<file path="config.mk">
export PLATFORM = sky130hd
export DESIGN_NAME = dco_nco
export DESIGN_NICKNAME = d
export VERILOG_FILES = /design/src/rtl/dco_pkg.sv /design/src/rtl/dco_lfsr16.sv /design/src/rtl/dco_nco.sv
export SDC_FILE = /design/constraint.sdc
export NUM_CORES = 1
export LEC_CHECK = 0
export BUFFER_PORTS_ARGS = -buffer_cell sky130_fd_sc_hd__buf_2
export CORE_UTILIZATION = 62
export CTS_CLUSTER_DIAMETER = 100
export DETAILED_ROUTE_END_ITERATION = 16
export PLACE_DENSITY = 0.81
export SETUP_SLACK_MARGIN = 0.2
export SLEW_MARGIN = 5
export SYNTH_ARGS = -nofsm -noshare
export SYNTH_HDL_FRONTEND = slang
export SYNTH_HIERARCHICAL = 1
export SYNTH_SLANG_ARGS = --single-unit
</file>
<file path="constraint.sdc">
create_clock -name clk -period 6.6 [get_ports clk]
set_input_delay 0.66 -clock clk [delete_from_list [all_inputs] [get_ports clk]]
set_output_delay 0.66 -clock clk [all_outputs]
set_load 0.005 [all_outputs]
</file>
<file path="src/rtl/dco_pkg.sv">
// dco_pkg: shared definitions for the dco_nco oscillator.
//   dco_state_t : oscillator state (IDLE, RUN, SLEW)
//   LFSR_SEED   : reset value of the dither LFSR
//   LFSR_TAPS   : feedback mask for taps 16,14,13,11 (bits 15,13,12,10)
//   fcw_sat()   : target FCW = base + gain*code, saturated to 2^(acc_width-1)-1
package dco_pkg;

   typedef enum logic [1:0] {
      IDLE = 2'd0,
      RUN  = 2'd1,
      SLEW = 2'd2
   } dco_state_t;

   localparam logic [15:0] LFSR_SEED = 16'hACE1;
   localparam logic [15:0] LFSR_TAPS = 16'hB400;

   // 64-bit arithmetic covers any ACC_WIDTH+CTRL_WIDTH sum used in practice;
   // the saturation limit keeps the output strictly below f_clk/2.
   function automatic logic [63:0] fcw_sat(
      input logic [63:0] base,
      input logic [63:0] gain,
      input logic [63:0] code,
      input int unsigned acc_width
   );
      logic [63:0] sum;
      logic [63:0] fmax;
      sum  = base + gain * code;
      fmax = (64'd1 << (acc_width - 1)) - 64'd1;
      return (sum > fmax) ? fmax : sum;
   endfunction

endpackage

</file>
<file path="src/rtl/dco_lfsr16.sv">
// dco_lfsr16: 16-bit Fibonacci LFSR (taps 16,14,13,11) used for accumulator
// dither. Only compiled when DCO_DITHER_EN is defined.
//   clk     : system clock
//   rst     : asynchronous active-high reset, loads LFSR_SEED
//   adv     : advance the sequence by one step this cycle
//   bit_out : LSB of the current LFSR state
`ifdef DCO_DITHER_EN
module dco_lfsr16
   import dco_pkg::*;
(
   input  logic clk,
   input  logic rst,
   input  logic adv,
   output logic bit_out
);

   logic [15:0] lfsr;

   always_ff @(posedge clk or posedge rst) begin
      if (rst) begin
         lfsr <= LFSR_SEED;
      end else if (adv) begin
         lfsr <= {lfsr[14:0], ^(lfsr & LFSR_TAPS)};
      end
   end

   assign bit_out = lfsr[0];

endmodule
`endif

</file>
<file path="src/rtl/dco_nco.sv">
// dco_nco: digitally-controlled oscillator on a phase accumulator.
// Output frequency = f_clk * fcw / 2^ACC_WIDTH. The control code sets a target
// FCW (FCW_BASE + FCW_GAIN*code, saturated); the current FCW slews toward it by
// at most SLEW_STEP per cycle. Optional dither: define DCO_DITHER_EN.
//   clk        : system clock
//   rst        : asynchronous active-high reset
//   en         : oscillator run enable
//   ctrl_code  : control code (unsigned)
//   ctrl_valid : ctrl_code is valid
//   ctrl_ready : a new code can be accepted (low while slewing)
//   clk_out    : accumulator MSB
//   tick       : one-cycle pulse after each accumulator wrap
//   settled    : current FCW equals target FCW
//   fcw_out    : current FCW
module dco_nco
   import dco_pkg::*;
#(
   parameter int unsigned ACC_WIDTH  = 16,
   parameter int unsigned CTRL_WIDTH = 8,
   parameter int unsigned FCW_BASE   = 256,
   parameter int unsigned FCW_GAIN   = 64,
   parameter int unsigned SLEW_STEP  = 32
) (
   input  logic                  clk,
   input  logic                  rst,
   input  logic                  en,
   input  logic [CTRL_WIDTH-1:0] ctrl_code,
   input  logic                  ctrl_valid,
   output logic                  ctrl_ready,
   output logic                  clk_out,
   output logic                  tick,
   output logic                  settled,
   output logic [ACC_WIDTH-1:0]  fcw_out
);

   localparam logic [ACC_WIDTH-1:0] BASE = ACC_WIDTH'(FCW_BASE);
   localparam logic [ACC_WIDTH-1:0] STEP = ACC_WIDTH'(SLEW_STEP);

   dco_state_t           state;
   logic [ACC_WIDTH-1:0] acc;
   logic [ACC_WIDTH-1:0] fcw_cur;
   logic [ACC_WIDTH-1:0] fcw_tgt;
   logic [ACC_WIDTH-1:0] tgt_sat;
   logic [ACC_WIDTH-1:0] tgt_nx;
   logic [ACC_WIDTH-1:0] cur_nx;
   logic [ACC_WIDTH:0]   sum;
   logic                 accept;
   logic                 running;
   logic                 cin;

   assign ctrl_ready = (state != SLEW);
   assign accept     = ctrl_valid && ctrl_ready;
   assign tgt_sat    = ACC_WIDTH'(fcw_sat(64'(FCW_BASE), 64'(FCW_GAIN),
                                          64'(ctrl_code), ACC_WIDTH));
   assign tgt_nx     = accept ? tgt_sat : fcw_tgt;
   assign running    = en && (state != IDLE);

   // Accumulator step uses fcw_cur before this cycle's slew update.
   assign sum = {1'b0, acc} + {1'b0, fcw_cur} + {{ACC_WIDTH{1'b0}}, cin};

`ifdef DCO_DITHER_EN
   dco_lfsr16 u_lfsr (
      .clk     (clk),
      .rst     (rst),
      .adv     (running),
      .bit_out (cin)
   );
`else
   assign cin = 1'b0;
`endif

   always_comb begin
      cur_nx = fcw_cur;
      if (running && (state == SLEW)) begin
         if (fcw_tgt > fcw_cur) begin
            cur_nx = ((fcw_tgt - fcw_cur) <= STEP) ? fcw_tgt : fcw_cur + STEP;
         end else begin
            cur_nx = ((fcw_cur - fcw_tgt) <= STEP) ? fcw_tgt : fcw_cur - STEP;
         end
      end
   end

   always_ff @(posedge clk or posedge rst) begin
      if (rst) begin
         state   <= IDLE;
         acc     <= '0;
         fcw_cur <= BASE;
         fcw_tgt <= BASE;
         tick    <= 1'b0;
         settled <= 1'b1;
      end else begin
         fcw_tgt <= tgt_nx;
         fcw_cur <= cur_nx;
         settled <= (cur_nx == tgt_nx);
         if (!en) begin
            // Disable wins over any accepted code; fcw_cur stays frozen.
            state <= IDLE;
            acc   <= '0;
            tick  <= 1'b0;
         end else begin
            case (state)
               IDLE: begin
                  acc   <= '0;
                  tick  <= 1'b0;
                  state <= (cur_nx == tgt_nx) ? RUN : SLEW;
               end
               RUN: begin
                  acc  <= sum[ACC_WIDTH-1:0];
                  tick <= sum[ACC_WIDTH];
                  if (tgt_nx != fcw_cur) state <= SLEW;
               end
               SLEW: begin
                  acc  <= sum[ACC_WIDTH-1:0];
                  tick <= sum[ACC_WIDTH];
                  if (cur_nx == fcw_tgt) state <= RUN;
               end
               default: begin
                  state <= IDLE;
                  acc   <= '0;
                  tick  <= 1'b0;
               end
            endcase
         end
      end
   end

   assign clk_out = acc[ACC_WIDTH-1];
   assign fcw_out = fcw_cur;

endmodule

</file>
==> flow_metrics.tcl, run 1 <==
set metrics [dict create \
    power_frac_clock_pct 8.5 \
    final_cell_area_um2 6300 \
    ys_seq_area_share_pct 21.8 \
    run_status "complete, no violations" \
    postLayoutCoreUtil_pct 67.9 \
    regArea_um2 1310 \
    drcViolationCount 0 \
    layout_commonest_cell "nor2_1" \
    finalCritPeriodShare_pct 88.0 \
    area_growth_pct 5.20 \
    power_switching_w 0.00154 \
    period_minus_slack_ns 5.81 \
    power_frac_seq_pct 19.9 \
    synth_edf_count 0 \
    die_w_um 100 \
    grtUsageTotal_pct 39.8 \
    antenna_found_initial 0 \
    rsz0062_at_grt "no" \
    place_hpwl_um 15100 \
    numCtsBuffers 5 \
    ant_nets 0 \
    start_util_pct 64.5 \
    netlist_instances 771 \
    fp.dieH_um 100 \
    htreeDepth 2 \
    dr.pass1.iters 7 \
    slowest_delay_ns 0.64 \
    fin_setup_tns_ns 0 \
    clockBufferDepth 2 \
    p_comb_share_pct 71.6 \
    cts_tree "built" \
    clock_latency_ns 0.32 \
    worstSetupPathType "reg -> reg" \
    internal_power_w 0.00130 \
    yosysWarnings 6 \
    crit_top_cell "o21ai_1" \
    holdBufCountCts 0 \
    finalHoldViolations 0 \
    min_path_type "in -> async" \
    synth-async-reset-ratio_pct 100 \
    fmax_mhz 172 \
    cp_max_fo 13 \
    whs_ns 0.499 \
    path_clk_slew_ns 0.11 \
    crit_arrival_ns 6.02 \
    maxSlewHeadroom_pct 46.4 \
    endpoint_kind "flip-flop" \
    pwr_density_cell_nw_per_um2 450 \
    power_w 0.00284 \
    worst_pin_slew_ns 0.804 \
    fin_skew_ns 0.0107 \
    crit_slowest_cell "dfrtp_1" \
    layout_common_cells "nor2_1, nand2_1, a21oi_1" \
    required_ns 6.81 \
    cts_setup_buffers 0 \
    ioPinCount 32 \
    cts-root-buf "clkbuf_8" \
    final_layout_size_suffix_gt1_share_pct 9.23 \
    n_antenna_cell 0 \
    placed_area_um2 6180 \
    grt_pass1_wl_um 31100 \
    worstPathCellList "inv_1, ha_1, and2_1, a221o_1, o21ai_1, a21oi_1, nor4b_1, and4_1, nand3_1, a21oi_2, o21ai_1, a2111oi_2, nand4_1, o32ai_2, mux2i_1, a41o_1" \
    leakagePower_nw 2.58 \
    finalSetupViolCount 0 \
    grt_start_max_net_pins 53 \
    globalplace.congestion 1.12 \
    drt-initial-drc-count 901 \
    nets 845 \
    wirelength_um 19500 \
    grt.overflow.total 0 \
    drv_slew 0 \
    ctsResizeCount 0 \
    ys_ff_latch 52 \
    postSynthAreaPerCell_um2 7.77 \
    vias 6310 \
    ys_types 84 \
    cts_sinks 52 \
    grt_pass1_vias 6054 \
    synth_area_um2 5990 \
    synthFlopType "dfrtp_1" \
    wire_per_inst_um 21.4 \
    peakVddDrop_v 0.000286 \
    cap_violations 0 \
    numPortBuffers 31 \
    core_um2 9280 \
    rr_worst_depth 16 \
    num_rows 35 \
    die_area_um2 10100 \
    start_kind "flip-flop" \
    switching_share_pct 54.2 \
    multi_input_area_um2 4310 \
    synth_nets 837 \
    num-fill-cells 804 \
    vias_per_cell 6.94 \
]
-- stage by stage --
stage / std cells / setup WS (ns)
after global placement: 901 / 1.16
after CTS: 909 / 1.02
final: 909 / 0.794
after detailed placement: 901 / 1.06
after global routing: 909 / 0.495
after floorplan: 771 / 2.22
-- Yosys cell counts, drive strengths merged, types with 6 or more instances --
master / count / area [um^2]
nor2b: 7 / 43.8
o211ai: 12 / 90.1
nand4: 14 / 87.6
nor2: 65 / 246
o21ai: 51 / 259
clkbuf: 24 / 90.1
a211oi: 20 / 155
and3: 7 / 43.8
nor3: 24 / 120
o31ai: 6 / 45.0
xnor2: 50 / 438
a21oi: 62 / 329
xor2: 13 / 114
nand3: 32 / 160
buf: 11 / 73.8
nand2: 60 / 228
and4: 6 / 52.6
inv: 54 / 203
o22ai: 8 / 50.1
nand2b: 10 / 62.6
nor4: 7 / 58.8
o21a: 11 / 82.6
ha: 53 / 663
a21o: 7 / 52.6
dfrtp: 49 / 1230
o21bai: 10 / 75.1
a31oi: 8 / 56.3
-- final timing paths --
path,start,slack [ns],to
max,fcw_out[5]$_DFF_PP0_,0.79,state[1]$_DFFE_PP0P_
min,rst,0.50,acc[6]$_DFF_PP0_
max reg2reg,fcw_out[5]$_DFF_PP0_,0.79,state[1]$_DFFE_PP0P_
min reg2reg,fcw_out[8]$_DFF_PP1_,0.61,fcw_out[8]$_DFF_PP1_
max in group asynchronous,rst,5.64,fcw_out[11]$_DFF_PP0_
min in group clk,fcw_out[8]$_DFF_PP1_,0.61,fcw_out[8]$_DFF_PP1_
-- worst max-delay path, delay by kind of cell (launching register included) --
family          cells  cell delay, ns
buf+inv             1            0.28
mux                 1            0.13
fa+ha+maj           1            0.52
simple gates        5            1.70
compound gates      8            2.42
flops               1            0.64
-- power by group through the flow --
stage | clock, W | combinational, W | sequential [W]
floorplan | 0 | 0.00155 | 0.000485
global placement | 0 | 0.00190 | 0.000554
detailed placement | 0 | 0.00193 | 0.000563
CTS | 0.000245 | 0.00195 | 0.000556
global route | 0.000255 | 0.00219 | 0.000573
finish | 0.000242 | 0.00203 | 0.000565
-- cells by family (layout without fill, tap and decap cells) --
kind of cell,count (synthesis),after routing,share of synthesized area [%]
xor gates and xnor gates,63,63,9.21
buffers and inverters,90,99,6.18
muxes,6,6,1.04
and+or+nand+nor,258,258,21.9
AOI/OAI and AO/OA,248,248,28.5
adders and majority gates,54,54,11.4
DFF,52,52,21.8
-- state kept, by name, summed over array words and instances (netlist names) --
register and count:
state 2, acc 16, fcw_tgt 16, settled 1, fcw_out 16, tick 1
-- metal layers --
| metal | GRT usage, % | vias up | part of all wire, % |
|---|---|---|---|
| met3 | 8.57 | 97 | 11 |
| met1 | 53.1 | 2934 | 40 |
| met5 | 0 | - | 0 |
| met2 | 60.4 | 439 | 44 |
| met4 | 21.0 | 0 | 5.3 |
| li1 | - | 2840 | - |
-- area by class of cell --
class	instances	share of cell area (%)
Tap cell	129	2.56
Multi-Input combinational cell	629	68.5
Clock inverter	2	0.616
Inverter	55	3.28
Timing Repair Buffer	36	3.06
Clock buffer	6	1.31
Sequential cell	52	20.7
Power figures use the tool's default switching activity.
==> inputs of run 2 (changes only) <==
==> constraint.sdc (replaced) <==
create_clock -name clk -period 6.6 [get_ports clk]
set_input_delay 0.99 -clock clk [delete_from_list [all_inputs] [get_ports clk]]
set_output_delay 0.99 -clock clk [all_outputs]
set_load 0.005 [all_outputs]
==> flow_metrics.tcl, run 2 (same netlist as run 1, synthesis figures left out) <==
set metrics [dict create \
    run_status "complete, no violations" \
    die_w_um 100 \
    path_clk_slew_ns 0.12 \
    internal_power_w 0.00125 \
    vias_per_cell 6.99 \
    fin_setup_tns_ns 0 \
    grt.overflow.total 0 \
    layout_common_cells "nor2_1, nand2_1, a21oi_1" \
    min_path_type "reg -> reg" \
    crit_buf_inv 1 \
    crit_slowest_cell "dfrtp_1" \
    num_rows 35 \
    slowest_delay_ns 0.65 \
    final_layout_size_suffix_gt1_share_pct 9.10 \
    drv_slew 0 \
    ant_nets 0 \
    antenna_found_initial 0 \
    required_ns 6.81 \
    layout_commonest_cell "nor2_1" \
    ioPinCount 32 \
    drcViolationCount 0 \
    placed_area_um2 6180 \
    crit_family "compound AO/OA/AOI/OAI gates" \
    start_kind "flip-flop" \
    worstPathCellList "inv_1, ha_1, and2_1, a221o_1, o21ai_1, a21oi_1, nor4b_1, and4_1, nand3_1, a21oi_2, o21ai_1, a2111oi_2, nand4_1, o32ai_2, mux2i_1, a41o_1" \
    wirelength_um 19500 \
    reg2reg_slack_ns 0.83 \
    leakagePower_nw 2.56 \
    cp_max_fo 13 \
    place_hpwl_um 15000 \
    peakVddDrop_v 0.000247 \
    cts-root-buf "clkbuf_8" \
    cts_setup_buffers 0 \
    power_frac_seq_pct 20.4 \
    p_comb_share_pct 72.5 \
    fin_skew_ns 0.0200 \
    finalCritPeriodShare_pct 87.5 \
    n_antenna_cell 0 \
    cp_num_cells 16 \
    grtUsageTotal_pct 39.7 \
    endpoint_kind "flip-flop" \
    num-fill-cells 793 \
    die_area_um2 10100 \
    switching_share_pct 54.9 \
    numCtsBuffers 5 \
    crit_arrival_ns 5.98 \
    cts_tree "built" \
    rr_worst_depth 16 \
    power_frac_clock_pct 7.1 \
    ctsResizeCount 0 \
    power_switching_w 0.00152 \
    cts_sinks 52 \
    finalHoldViolations 0 \
    worst_pin_slew_ns 0.804 \
    holdBufCountCts 0 \
    grt_pass1_vias 6069 \
    grt_pass1_wl_um 31200 \
    drt-initial-drc-count 884 \
    maxSlewHeadroom_pct 46.4 \
    vias 6354 \
    finalSetupViolCount 0 \
    fp.dieH_um 100 \
    grt_start_max_net_pins 53 \
    final_cell_area_um2 6270 \
    crit_top_cell "o21ai_1" \
    htreeDepth 2 \
    clock_latency_ns 0.32 \
    nets 845 \
    pwr_density_cell_nw_per_um2 442 \
    worstSetupPathType "reg -> reg" \
    wire_per_inst_um 21.5 \
    clockBufferDepth 2 \
    fmax_mhz 173 \
    numPortBuffers 31 \
    globalplace.congestion 1.10 \
    area_growth_pct 4.66 \
    dr.pass1.iters 5 \
    rsz0062_at_grt "no" \
    core_um2 9280 \
    period_minus_slack_ns 5.77 \
    cap_violations 0 \
    hold_depth 2 \
    start_util_pct 64.5 \
]
-- run 2: metrics by stage --
step | instances | total power [W] | worst slack [ns] | hold WS, ns | utilization (%)
3_3_place_gp | 901 | 0.00245 | 1.16 | 0.578 | 66.6
3_5_place_dp | 901 | 0.00248 | 1.08 | 0.587 | 66.6
2_1_floorplan | 771 | 0.00203 | 2.22 | 0.545 | -
6_report | 909 | 0.00277 | 0.826 | 0.612 | 67.5
4_1_cts | 909 | 0.00269 | 1.02 | 0.618 | 67.5
5_1_grt | 909 | 0.00295 | 0.499 | 0.642 | 67.5
-- run 2: layout make-up --
class / count / area [um^2] / area share [%]
Clock buffer: 6 / 72.6 / 1.16
Clock inverter: 2 / 16.3 / 0.259
Inverter: 55 / 206 / 3.29
Multi-Input combinational cell: 629 / 4310 / 68.8
Sequential cell: 52 / 1310 / 20.8
Tap cell: 129 / 161 / 2.57
Timing Repair Buffer: 36 / 193 / 3.07
-- run 2: path summary, 6_finish.rpt --
path | from | to
max | fcw_out[5]$_DFF_PP0_ | state[1]$_DFFE_PP0P_
min | acc[0]$_DFF_PP0_ | acc[0]$_DFF_PP0_
max reg2reg | fcw_out[5]$_DFF_PP0_ | state[1]$_DFFE_PP0P_
min reg2reg | acc[0]$_DFF_PP0_ | acc[0]$_DFF_PP0_
max in group asynchronous | rst | fcw_tgt[14]$_DFF_PP0_
min in group asynchronous | rst | acc[6]$_DFF_PP0_
-- run 2: routing by layer --
metal  track usage, %  up-vias  wire (um)
li1                 -     2835          -
met2             61.0      464       8550
met5                0        -          0
met1             54.0     2947       7940
met3             7.31      108       2010
met4             18.7        0       1040
-- run 2: power by group through the flow --
stage / logic [W] / registers, W / clock network [W]
after CTS: 0.00193 / 0.000556 / 0.000200
after floorplan: 0.00155 / 0.000485 / 0
after detailed placement: 0.00192 / 0.000563 / 0
after global routing: 0.00217 / 0.000576 / 0.000206
final: 0.00201 / 0.000566 / 0.000196
after global placement: 0.00189 / 0.000554 / 0
-- run 2: tightest hold or removal path: cells and delay by family, from the launching register on --
| family | cells | cell delay (ns) |
|---|---|---|
| DFF | 1 | 0.34 |
| and+or+nand+nor | 1 | 0.13 |
| adders and majority gates | 1 | 0.11 |
